File: config.mk
export PLATFORM = sky130hd
export DESIGN_NAME = cond_issue_ctrl
export DESIGN_NICKNAME = d
export VERILOG_FILES = /design/src/rtl/cond_issue_ctrl.sv
export SDC_FILE = /design/constraint.sdc
export NUM_CORES = 1
export LEC_CHECK = 0
export BUFFER_PORTS_ARGS = -buffer_cell sky130_fd_sc_hd__buf_4
export CAP_MARGIN = 5
export CORE_MARGIN = 1
export CORE_UTILIZATION = 43
export DETAILED_ROUTE_END_ITERATION = 12
export GPL_TIMING_DRIVEN = 0
export PLACE_DENSITY = 0.66
export SYNTH_ARGS = -nofsm -noshare
export SYNTH_HDL_FRONTEND = slang
export SYNTH_SLANG_ARGS = --single-unit
File: constraint.sdc
create_clock -name clk -period 2.1 [get_ports clk]
set_input_delay 0.315 -clock clk [delete_from_list [all_inputs] [get_ports clk]]
set_output_delay 0.315 -clock clk [all_outputs]
set_load 0.1 [all_outputs]
File: src/rtl/cond_issue_ctrl.sv
// -----------------------------------------------------------------------------
// cond_issue_ctrl
//
// Single-entry conditional-execution stage for an ARM-style pipeline. One
// instruction at a time is taken from upstream, held until the NZCV flags it
// depends on are architecturally settled, evaluated against the registered
// status register, and then presented downstream with an execute/annul verdict.
//
// Flag-setting instructions that execute are counted as "pending" from the
// moment they leave this stage until the ALU writes their flags back. A new
// conditional instruction may only be evaluated once nothing is pending and no
// writeback is landing this cycle. Unconditional (AL) instructions skip that
// wait. Flag-setting instructions additionally need a free pending slot.
//
// Ports
//   clk            rising-edge clock
//   rst            synchronous, active-high reset
//   in_valid       upstream instruction present
//   in_cond[3:0]   ARM condition field of the upstream instruction
//   in_sets_flags  upstream instruction has its S bit set
//   in_ready       this stage accepts the upstream instruction this cycle
//   alu_flag_we    ALU writes back new NZCV this cycle
//   alu_flags[3:0] new flags {N,Z,C,V}
//   out_valid      evaluated instruction present downstream
//   out_exec       condition passed; instruction shall execute
//   out_sets_flags held S bit gated by out_exec
//   out_ready      downstream accepts the instruction this cycle
//   status[3:0]    architectural NZCV register
//   pending_cnt    issued flag writers not yet written back
//   flag_err       sticky: flag writeback arrived with nothing pending
//   wait_cycles    saturating count of cycles spent stalled in WAIT
//
// Parameter
//   MAX_PENDING    maximum in-flight flag writers, legal range 1..3
// -----------------------------------------------------------------------------
module cond_issue_ctrl #(
    parameter int unsigned MAX_PENDING = 3
) (
    input  logic        clk,
    input  logic        rst,
    input  logic        in_valid,
    input  logic [3:0]  in_cond,
    input  logic        in_sets_flags,
    output logic        in_ready,
    input  logic        alu_flag_we,
    input  logic [3:0]  alu_flags,
    output logic        out_valid,
    output logic        out_exec,
    output logic        out_sets_flags,
    input  logic        out_ready,
    output logic [3:0]  status,
    output logic [1:0]  pending_cnt,
    output logic        flag_err,
    output logic [15:0] wait_cycles
);

    localparam logic [1:0] MAX_PEND = 2'(MAX_PENDING);
    localparam logic [3:0] COND_AL  = 4'b1110;

    typedef enum logic [1:0] {
        ST_EMPTY = 2'd0,
        ST_WAIT  = 2'd1,
        ST_FULL  = 2'd2
    } state_t;

    // -------------------------------------------------------------------------
    // State
    // -------------------------------------------------------------------------
    state_t      state_q;
    logic [3:0]  cond_q;        // condition of the held instruction
    logic        sets_q;        // S bit of the held instruction
    logic        out_valid_q;
    logic        out_exec_q;
    logic        out_sets_q;
    logic [3:0]  status_q;
    logic [1:0]  pending_q;
    logic        flag_err_q;
    logic [15:0] wait_q;

    // Next-state values for the flag/credit bookkeeping
    logic [3:0]  status_d;
    logic [1:0]  pending_d;
    logic        flag_err_d;
    logic [15:0] wait_d;

    // -------------------------------------------------------------------------
    // Handshake
    // -------------------------------------------------------------------------
    logic transfer;
    logic issue;

    // A FULL slot frees itself in the same cycle it is consumed, so upstream
    // may refill it then; WAIT never accepts because the slot is occupied.
    assign in_ready = !rst && ((state_q == ST_EMPTY) ||
                               ((state_q == ST_FULL) && out_ready));
    assign transfer = in_valid && in_ready;

    // An executing flag-setter leaving the stage becomes an in-flight writer.
    assign issue = (state_q == ST_FULL) && out_ready && out_sets_q;

    // -------------------------------------------------------------------------
    // Condition evaluation against the registered flags
    // -------------------------------------------------------------------------
    logic flag_n;
    logic flag_z;
    logic flag_c;
    logic flag_v;
    logic cond_pass;

    assign {flag_n, flag_z, flag_c, flag_v} = status_q;

    always_comb begin
        cond_pass = 1'b0;
        case (cond_q)
            4'b0000: cond_pass = flag_z;                              // EQ
            4'b0001: cond_pass = !flag_z;                             // NE
            4'b0010: cond_pass = flag_c;                              // CS
            4'b0011: cond_pass = !flag_c;                             // CC
            4'b0100: cond_pass = flag_n;                              // MI
            4'b0101: cond_pass = !flag_n;                             // PL
            4'b0110: cond_pass = flag_v;                              // VS
            4'b0111: cond_pass = !flag_v;                             // VC
            4'b1000: cond_pass = flag_c && !flag_z;                   // HI
            4'b1001: cond_pass = !flag_c || flag_z;                   // LS
            4'b1010: cond_pass = (flag_n == flag_v);                  // GE
            4'b1011: cond_pass = (flag_n != flag_v);                  // LT
            4'b1100: cond_pass = !flag_z && (flag_n == flag_v);       // GT
            4'b1101: cond_pass = flag_z || (flag_n != flag_v);        // LE
            4'b1110: cond_pass = 1'b1;                                // AL
            default: cond_pass = 1'b0;                                // NV
        endcase
    end

    // -------------------------------------------------------------------------
    // Evaluation gate
    // -------------------------------------------------------------------------
    // The flags are only trustworthy when no writer is in flight and none is
    // landing this cycle (status_q would be stale by one cycle). AL does not
    // look at the flags, so it never has to wait for them.
    logic flags_settled;
    logic credit_ok;
    logic can_eval;

    assign flags_settled = (cond_q == COND_AL) ||
                           ((pending_q == 2'd0) && !alu_flag_we);
    // Uses the current count: a writeback landing this cycle frees its slot
    // only from the next cycle on.
    assign credit_ok     = !sets_q || (pending_q < MAX_PEND);
    assign can_eval      = (state_q == ST_WAIT) && flags_settled && credit_ok;

    // -------------------------------------------------------------------------
    // Flag register, pending counter, error flag, stall counter
    // -------------------------------------------------------------------------
    always_comb begin
        status_d   = status_q;
        pending_d  = pending_q;
        flag_err_d = flag_err_q;

        if (alu_flag_we) begin
            status_d = alu_flags;
            // A simultaneous issue replaces the retiring writer one-for-one.
            if (!issue) begin
                if (pending_q != 2'd0) begin
                    pending_d = pending_q - 2'd1;
                end else begin
                    flag_err_d = 1'b1;
                end
            end
        end else if (issue) begin
            pending_d = pending_q + 2'd1;
        end
    end

    always_comb begin
        wait_d = wait_q;
        if ((state_q == ST_WAIT) && !can_eval && (wait_q != 16'hFFFF)) begin
            wait_d = wait_q + 16'd1;
        end
    end

    // -------------------------------------------------------------------------
    // Control FSM with registered outputs
    // -------------------------------------------------------------------------
    always_ff @(posedge clk) begin
        if (rst) begin
            state_q     <= ST_EMPTY;
            cond_q      <= 4'b0000;
            sets_q      <= 1'b0;
            out_valid_q <= 1'b0;
            out_exec_q  <= 1'b0;
            out_sets_q  <= 1'b0;
            status_q    <= 4'b0000;
            pending_q   <= 2'd0;
            flag_err_q  <= 1'b0;
            wait_q      <= 16'd0;
        end else begin
            status_q   <= status_d;
            pending_q  <= pending_d;
            flag_err_q <= flag_err_d;
            wait_q     <= wait_d;

            case (state_q)
                ST_EMPTY: begin
                    if (transfer) begin
                        cond_q  <= in_cond;
                        sets_q  <= in_sets_flags;
                        state_q <= ST_WAIT;
                    end
                end

                ST_WAIT: begin
                    if (can_eval) begin
                        out_valid_q <= 1'b1;
                        out_exec_q  <= cond_pass;
                        out_sets_q  <= sets_q && cond_pass;
                        state_q     <= ST_FULL;
                    end
                end

                ST_FULL: begin
                    // Without out_ready every output register simply holds.
                    if (out_ready) begin
                        out_valid_q <= 1'b0;
                        out_exec_q  <= 1'b0;
                        out_sets_q  <= 1'b0;
                        if (transfer) begin
                            cond_q  <= in_cond;
                            sets_q  <= in_sets_flags;
                            state_q <= ST_WAIT;
                        end else begin
                            state_q <= ST_EMPTY;
                        end
                    end
                end

                default: begin
                    state_q <= ST_EMPTY;
                end
            endcase
        end
    end

    // -------------------------------------------------------------------------
    // Outputs
    // -------------------------------------------------------------------------
    assign out_valid      = out_valid_q;
    assign out_exec       = out_exec_q;
    assign out_sets_flags = out_sets_q;
    assign status         = status_q;
    assign pending_cnt    = pending_q;
    assign flag_err       = flag_err_q;
    assign wait_cycles    = wait_q;

endmodule

======== Word-level counts from Yosys, hierarchy flattened ========
Cells that the tools add are included.
W data, S select, Z words.
word-level totals
  bits in writable memories ............... 0
  bits in latches ......................... 0
  flip-flop bits (word level) ............. 33
  word-level logic and storage cells ...... 100
  memories kept ........................... 0
  bits in read-only memories .............. 0
cells by class
  divide/modulo/power cells ............... 0
  bitwise logic cells ..................... 2
  multipliers ............................. 0
  order comparisons ....................... 1
  eq/ne operators ......................... 23
  muxes and demuxes ....................... 23
  shifts and indexed selects .............. 0
  reduce and logical (&&, ||, !) cells .... 38
  add/subtract/negate cells ............... 3
operators by type and width
  operator                 count
  $eq A4 B4 Y1 const B     7
  $add A16 B1 Y16 const B  1
  $eq A4 B3 Y1 const B     4
  $ne A16 B16 Y1 const B   1
  $pmux W1 S15             1
  $mux W2                  7
  $logic_and A1 B1 Y1      12
  $reduce_and A3 Y1        4
  $reduce_bool A2 Y1       5
  $eq A4 B2 Y1 const B     2
  $logic_not A1 Y1         8
  $mux W4                  2
  $ne A2 B2 Y1 const B     4
  $pmux W1 S2              4
  $pmux W4 S2              1
  $mux W1                  7
  $pmux W2 S3              1
  $logic_or A1 B1 Y1       5
  $eq A4 B1 Y1 const B     1
  $logic_not A2 Y1         2
  $logic_not A4 Y1         1
  $add A2 B1 Y2 const B    1
  $eq A2 B1 Y1 const B     1
  $eq A2 B2 Y1 const B     1
  6 further kinds          7

======== Logic depth before layout (Yosys ltp) ========
Gate-level depths: netlist (run 1).
  depth after elaboration ................. 8
  depth in mapped cells ................... 9

======== Worst setup path before layout (run 1) ========
No wires, ideal clock.
  kind .................................... input -> output
  from .................................... in rst
  to ...................................... out in_ready
  path buffers ............................ 2
  required time ........................... 1.785 ns
  cell stages on the path ................. 3
  data arrival time ....................... 2.783 ns
  path slack .............................. -0.998 ns
  path through ............................ clkbuf_1 buf_1 nor3_1
between the ends
  word-level cells in the longest chain between the ends .. 2
ends and longest elaborated chain
  what                 RTL line  text
  from (decl)          40        input logic rst,
  $logic_not A1 Y1     94        assign in_ready = !rst && ((state_q == ST_EMPTY) ||
  $logic_and A1 B1 Y1  94
  to (decl)            44        output logic in_ready,
No other way between the ends.

======== Worst setup path in the final report (run 1) ========
  from .................................... reg wait_q[3] (netlist: wait_cycles[3])
  to ...................................... reg wait_q[2] (netlist: wait_cycles[2])
between the ends
  word-level cells in the longest chain between the ends .. 2
ends and longest elaborated chain
  what                    RTL line  text
  from (decl)             78        logic [15:0] wait_q;
  from (signal assigned)  200       wait_q <= wait_d;
  $ne A16 B16 Y1          176       if ((state_q == ST_WAIT) && !can_eval && (wait_q != 16'hFFFF)) begin
  $logic_and A1 B1 Y1     176
No other way between the ends.
A chain may end at the register's enable or synchronous reset.

==> results of run 1 <==
==> report_power, final <==
part	total (mW)	switching [mW]	leakage (nW)	internal, mW
combinational	0.259	0.172	0.578	0.0874
sequential	0.665	0.0210	0.278	0.644
clock	0.456	0.221	0.0395	0.235
==> synth_stat cells (3+ instances only) <==
cell type  number
nor2b_1         6
o31ai_1         9
nand4_1         7
o21ai_0         4
or3_1           3
clkbuf_1        5
inv_1           4
buf_4           5
nand3b_1        4
nand2_1        13
or4_1           9
nand3_1         6
nor2_1         16
a211oi_1        4
a21oi_1        19
or3b_2          3
nor4_1          4
dfxtp_1        33
mux2i_1        12
==> per-stage QoR <==
stage | utilization | cell area (um2) | power (mW) | hold slack [ps]
finish | 0.570 | 2300 | 1.38 | 262
global route | 0.570 | 2300 | 1.45 | 273
detailed placement | 0.548 | 2210 | 0.940 | 450
floorplan | - | 1860 | 0.875 | 462
global placement | 0.548 | 2210 | 0.937 | 447
CTS | 0.568 | 2290 | 1.40 | 256
==> timing repair <==
item	in CTS	in global routing
hold endpoints to repair	0	0
resized for setup	0	2
hold buffers	0	0
setup endpoints to repair	0	12
==> area by class of cell <==
cell class	instances	area, um2
Fill cell	389	1730
Inverter	4	15.0
Sequential cell	33	687
Timing Repair Buffer	38	285
Tap cell	50	62.6
Clock buffer	8	80.1
Buffer	14	81.3
Multi-Input combinational cell	158	1090
==> cell families after synthesis <==
group	Yosys count	share of synthesized area
adder cells (fa/ha/maj)	1	0.00686
AND/OR/NAND/NOR	87	0.287
AO/OA/AOI/OAI	54	0.201
buffers and inverters	19	0.0549
multiplexers	14	0.0782
flip-flops	33	0.362
XOR/XNOR	2	0.00960
==> final timing paths <==
| kind | startpoint | slack, ps | depth (start not counted) | end |
|---|---|---|---|---|
| worst max-delay path | wait_cycles[3] | 160 | 7 | wait_cycles[2] |
| worst min-delay path | alu_flags[2] | 260 | 3 | status[2] |
| worst max register to register | wait_cycles[3] | 160 | 7 | wait_cycles[2] |
| worst min register to register | out_valid | 450 | 2 | out_valid |
==> metal layers <==
metal | vias to the layer above | GRT usage
li1 | 880 | -
met1 | 820 | 0.243
met2 | 50 | 0.369
met3 | 5 | 0.0405
met4 | 0 | 0.112
met5 | - | 0
==> sequential cells by signal (all words and copies together), names as in the netlist <==
name,flops
pending_cnt,2
out_exec,1
flag_err,1
wait_cycles,16
out_valid,1
cond_q,4
state_q,2
status,4
out_sets_flags,1
sets_q,1
==> tightest hold or removal path: stages <==
cell,delay [ps]
buf_4,80
mux2i_1,50
nor2_1,70
==> results.toml, run 1 <==
[placed_design]
dp_cells = 298
dp_hpwl_um = 3130
gp_congestion = 0.843
dpl_worst_slack_ps = 71.0
io_buffers = 38

[cts]
path_clk_slew_ps = 60
root_buffer = "clkbuf_8"
clockBufferDepth = 2
cts_made_buffers = 5
clk_latency_ps = 290
h-tree-depth = 2
cts_tree = "yes"
post_cts_buffers = 0
numClockSinks = 33

[sta]
rsz0062_at_grt = "false"
worstMarginPinSlew_ps = 627
min_period_over_period = 0.922
timing.slew.headroom = 0.582
setup_slack_ps = 163
maxSlewViolCount = 0
finalHoldViolations = 0
fin_setup_tns_ps = 0
setup_viol = 0
clock_skew_ps = 2.85
min_period_ps = 1940
max_freq_mhz = 516

[final_layout]
n_antenna_cell = 0
most-common-layout-cells = "buf_4, a21oi_1, nor2_1, dfxtp_1, dfxtp_2"
syn2layout_area_growth_pct = 26.0
instances_no_fill = 305
drive_gt1_frac = 0.322
nNetsFinal = 269
layout_commonest_cell = "buf_4"

[synth]
yosys.area.top_type = "dfxtp_1"
synthesis.area_um2 = 1820
avgSynthCellArea_um2 = 8.69
synth.top_cell.area_share = 0.362
ys_warn_count = 0
synth_edf_count = 0
ys.flop_type = "dfxtp_1"
synth.ff_latch_count = 33
synth_area_leaders = "dfxtp_1, mux2i_1, a21oi_1"
synthArstFlopShare = 0
yosysSeqAreaShare = 0.362
postSynthCellCount = 210
synthDistinctLibCells = 53
syn_nets = 225

[die]
die_area_um2 = 4510
start_util = 0.453
num_rows = 23
die_width_um = 67.1
io_pins = 41
coreArea_um2 = 4030
die_y_um = 67.1

[grt]
globalRouteTotalUtil = 0.212
antenna_found_initial = 0
grt_pass1_wl_um = 7140
grt_max_degree = 11
grt_overflow_total = 0
grt_pass1_vias = 1581

[critical_path]
endpoint_kind = "flop"
path_buf_inv = 2
required_ps = 2280
crit_path_max_incr_delay_ps = 380
crit_slowest_cell = "dfxtp_2"
crit_path_start_kind = "flop"
worstPathCellList = "nand4_1 > or2_1 > nor2_1 > buf_2 > buf_4 > o311ai_0 > o41ai_1"
cp_top_family = "simple AND/OR/NAND/NOR gates"
critPathArrivalTime_ps = 2120
worstPathMaxFanout = 10
critical_path_class = "flop to flop"

[power_and_ir_drop]
ir_worst_vdd_mv = 0.259
powerDensity_nw_per_um2 = 601
leakagePower_nw = 0.895

[routing]
dr.pass1.iters = 4
route.met2.wl_um = 2180
wl_um = 4270
wl_per_cell_um = 14.0
viasPerCell = 5.75
drtIter0Drc = 105
post-route-drc-count = 0
top_layer = "met4"
ant_nets = 0
via_count = 1755
wirelength_met1_um = 1850
wl_met3_um = 167

[hold_path]
hold_class = "input pin to flop"

[outcome]
status = "finished clean"

[run]
maxCapViolCount = 0
Power figures use the tool's default switching activity.
==> run 2, diff against run 1 <==
--- a/config.mk
+++ b/config.mk
@@ -11,7 +11,7 @@
 export CORE_UTILIZATION = 43
 export DETAILED_ROUTE_END_ITERATION = 12
 export GPL_TIMING_DRIVEN = 0
-export PLACE_DENSITY = 0.66
+export PLACE_DENSITY = 0.68
 export SYNTH_ARGS = -nofsm -noshare
 export SYNTH_HDL_FRONTEND = slang
 export SYNTH_SLANG_ARGS = --single-unit
==> constraint.sdc (replaced) <==
create_clock -name clk -period 1.6 [get_ports clk]
set_input_delay 0.24 -clock clk [delete_from_list [all_inputs] [get_ports clk]]
set_output_delay 0.24 -clock clk [all_outputs]
set_load 0.1 [all_outputs]
==> run 2 against run 1 <==
The run now ends with setup timing left. Register-to-register slack got worse by 280 ps. Clock skew rose by 6.4 ps. Clock-buffer cell count unchanged.
==> results.toml, run 2 (same netlist as run 1, synthesis figures left out) <==
[outcome]
status = "finished, violations left"
violations = "setup timing"

[power_and_ir_drop]
netSwitchingPower_mw = 0.580
combPwrFrac = 0.209
powerDensity_nw_per_um2 = 676
internal_power_mw = 1.32
power.share.clock = 0.340
ir_worst_vdd_mv = 0.575
leakagePower_nw = 1.11
switching_share = 0.305
pwr-share-seq = 0.451
p_total_mw = 1.90

[sta]
setup_viol = 15
rsz0062_at_grt = "true"
maxSlewViolCount = 0
min_period_ps = 1720
clock_skew_ps = 9.26
setup_slack_ps = -120
finalHoldViolations = 0
timing.slew.headroom = 0.559
fin_setup_tns_ps = -854
finalHoldWorstSlack_ps = 192
max_freq_mhz = 581
min_period_over_period = 1.08
worstMarginPinSlew_ps = 661

[cts]
cts_tree = "yes"
clockBufferDepth = 2
h-tree-depth = 2
hold_buffers = 0
path_clk_slew_ps = 70
numClockSinks = 33
clk_latency_ps = 290
root_buffer = "clkbuf_8"
cts_made_buffers = 5

[final_layout]
nFillCells = 308
layout_commonest_cell = "buf_4"
nNetsFinal = 291
most-common-layout-cells = "buf_4, dfxtp_4, nor2_1"
drive_gt1_frac = 0.542
largest_register_ffs = 16
syn2layout_area_growth_pct = 54.4
n_antenna_cell = 0

[grt]
grt_overflow_total = 0
grt_pass1_vias = 1602
globalRouteTotalUtil = 0.238
antenna_found_initial = 0
grt_pass1_wl_um = 7950
grt_max_degree = 11

[critical_path]
worstPathMaxFanout = 5
worstPathCellList = "nand4_1 > or2_4 > nor2_4 > buf_6 > or4_4 > a21oi_4"
crit_path_max_incr_delay_ps = 510
critPathArrivalTime_ps = 1930
critical_path_class = "flop to flop"
path_buf_inv = 1
crit_slowest_cell = "or4_4"
required_ps = 1810
endpoint_kind = "flop"
cp_top_family = "simple AND/OR/NAND/NOR gates"
crit_path_start_kind = "flop"

[routing]
ant_nets = 0
wl_um = 5220
viasPerCell = 5.76
dr.pass1.iters = 4
wl_per_cell_um = 16.0
post-route-drc-count = 0
via_count = 1884
drtIter0Drc = 116

[placed_design]
dpl_worst_slack_ps = -229
dp_hpwl_um = 3260
gp_congestion = 0.846
io_buffers = 38

[hold_path]
hold_class = "input pin to flop"

[die]
die_width_um = 67.1
die_y_um = 67.1
num_rows = 23
die_area_um2 = 4510
io_pins = 41
coreArea_um2 = 4030
start_util = 0.453

[run]
maxCapViolCount = 0
-- run 2: cell types whose count changed in the layout (fill, tap and decap cells not counted), moves of 6 or more --
cell,change
a21oi_1,-7
a21oi_2,+6
buf_4,+18
dfxtp_1,-11
dfxtp_2,-7
dfxtp_4,+18
-- run 2: final timing paths --
path,from,endpoint,slack [ps],depth (start not counted)
worst min register to register,flag_err,flag_err,470,2
worst max register to register,wait_cycles[5],wait_cycles[3],-120,6
worst max-delay path,wait_cycles[5],wait_cycles[3],-120,6
worst min-delay path,alu_flags[0],status[0],190,3
-- run 2: power groups by stage --
stage	Clock [mW]	Combinational [mW]	Sequential [mW]
floorplan	0	0.169	0.960
global placement	0	0.344	0.868
detailed placement	0	0.345	0.869
CTS	0.661	0.388	0.853
global route	0.701	0.424	0.862
finish	0.647	0.399	0.858
-- run 2: final cells by class --
| type | instances | area (um2) | share of cell area |
|---|---|---|---|
| multi-input cells | 158 | 1310 | 0.465 |
| plain buffers | 13 | 119 | 0.0422 |
| repair buffers | 61 | 475 | 0.169 |
| well taps | 50 | 62.6 | 0.0222 |
| inverters | 4 | 15.0 | 0.00533 |
| clock buffers | 8 | 90.1 | 0.0320 |
| flip-flops and latches | 33 | 746 | 0.265 |
-- run 2: worst register-to-register path, stage by stage (launching register included) --
cell and delay, ps:
dfxtp_4 350, nand4_1 240, or2_4 210, nor2_4 40
buf_6 130, or4_4 510, a21oi_4 170
-- run 2: through the flow --
step	utilization	instances	instance area, um2
after global placement	0.575	298	2310
after detailed placement	0.575	298	2310
after floorplan	-	210	1970
final	0.699	327	2820
after CTS	0.668	324	2690
after global routing	0.699	327	2820
-- run 2: layer usage --
layer | share of wire | GRT usage | up-vias
met1 | 0.48 | 0.358 | 882
met4 | 0.0067 | 0.0691 | 0
met2 | 0.45 | 0.338 | 71
met5 | 0 | 0 | -
met3 | 0.069 | 0.0439 | 5
li1 | - | - | 926
-- run 2: repair_timing --
item | 4_1_cts | 5_1_grt
gates cloned | 2 | 0
setup buffers | 17 | 4
hold endpoints to repair | 0 | 0
setup endpoints to repair | 19 | 18
pin swaps | 15 | 10
resized for setup | 36 | 26
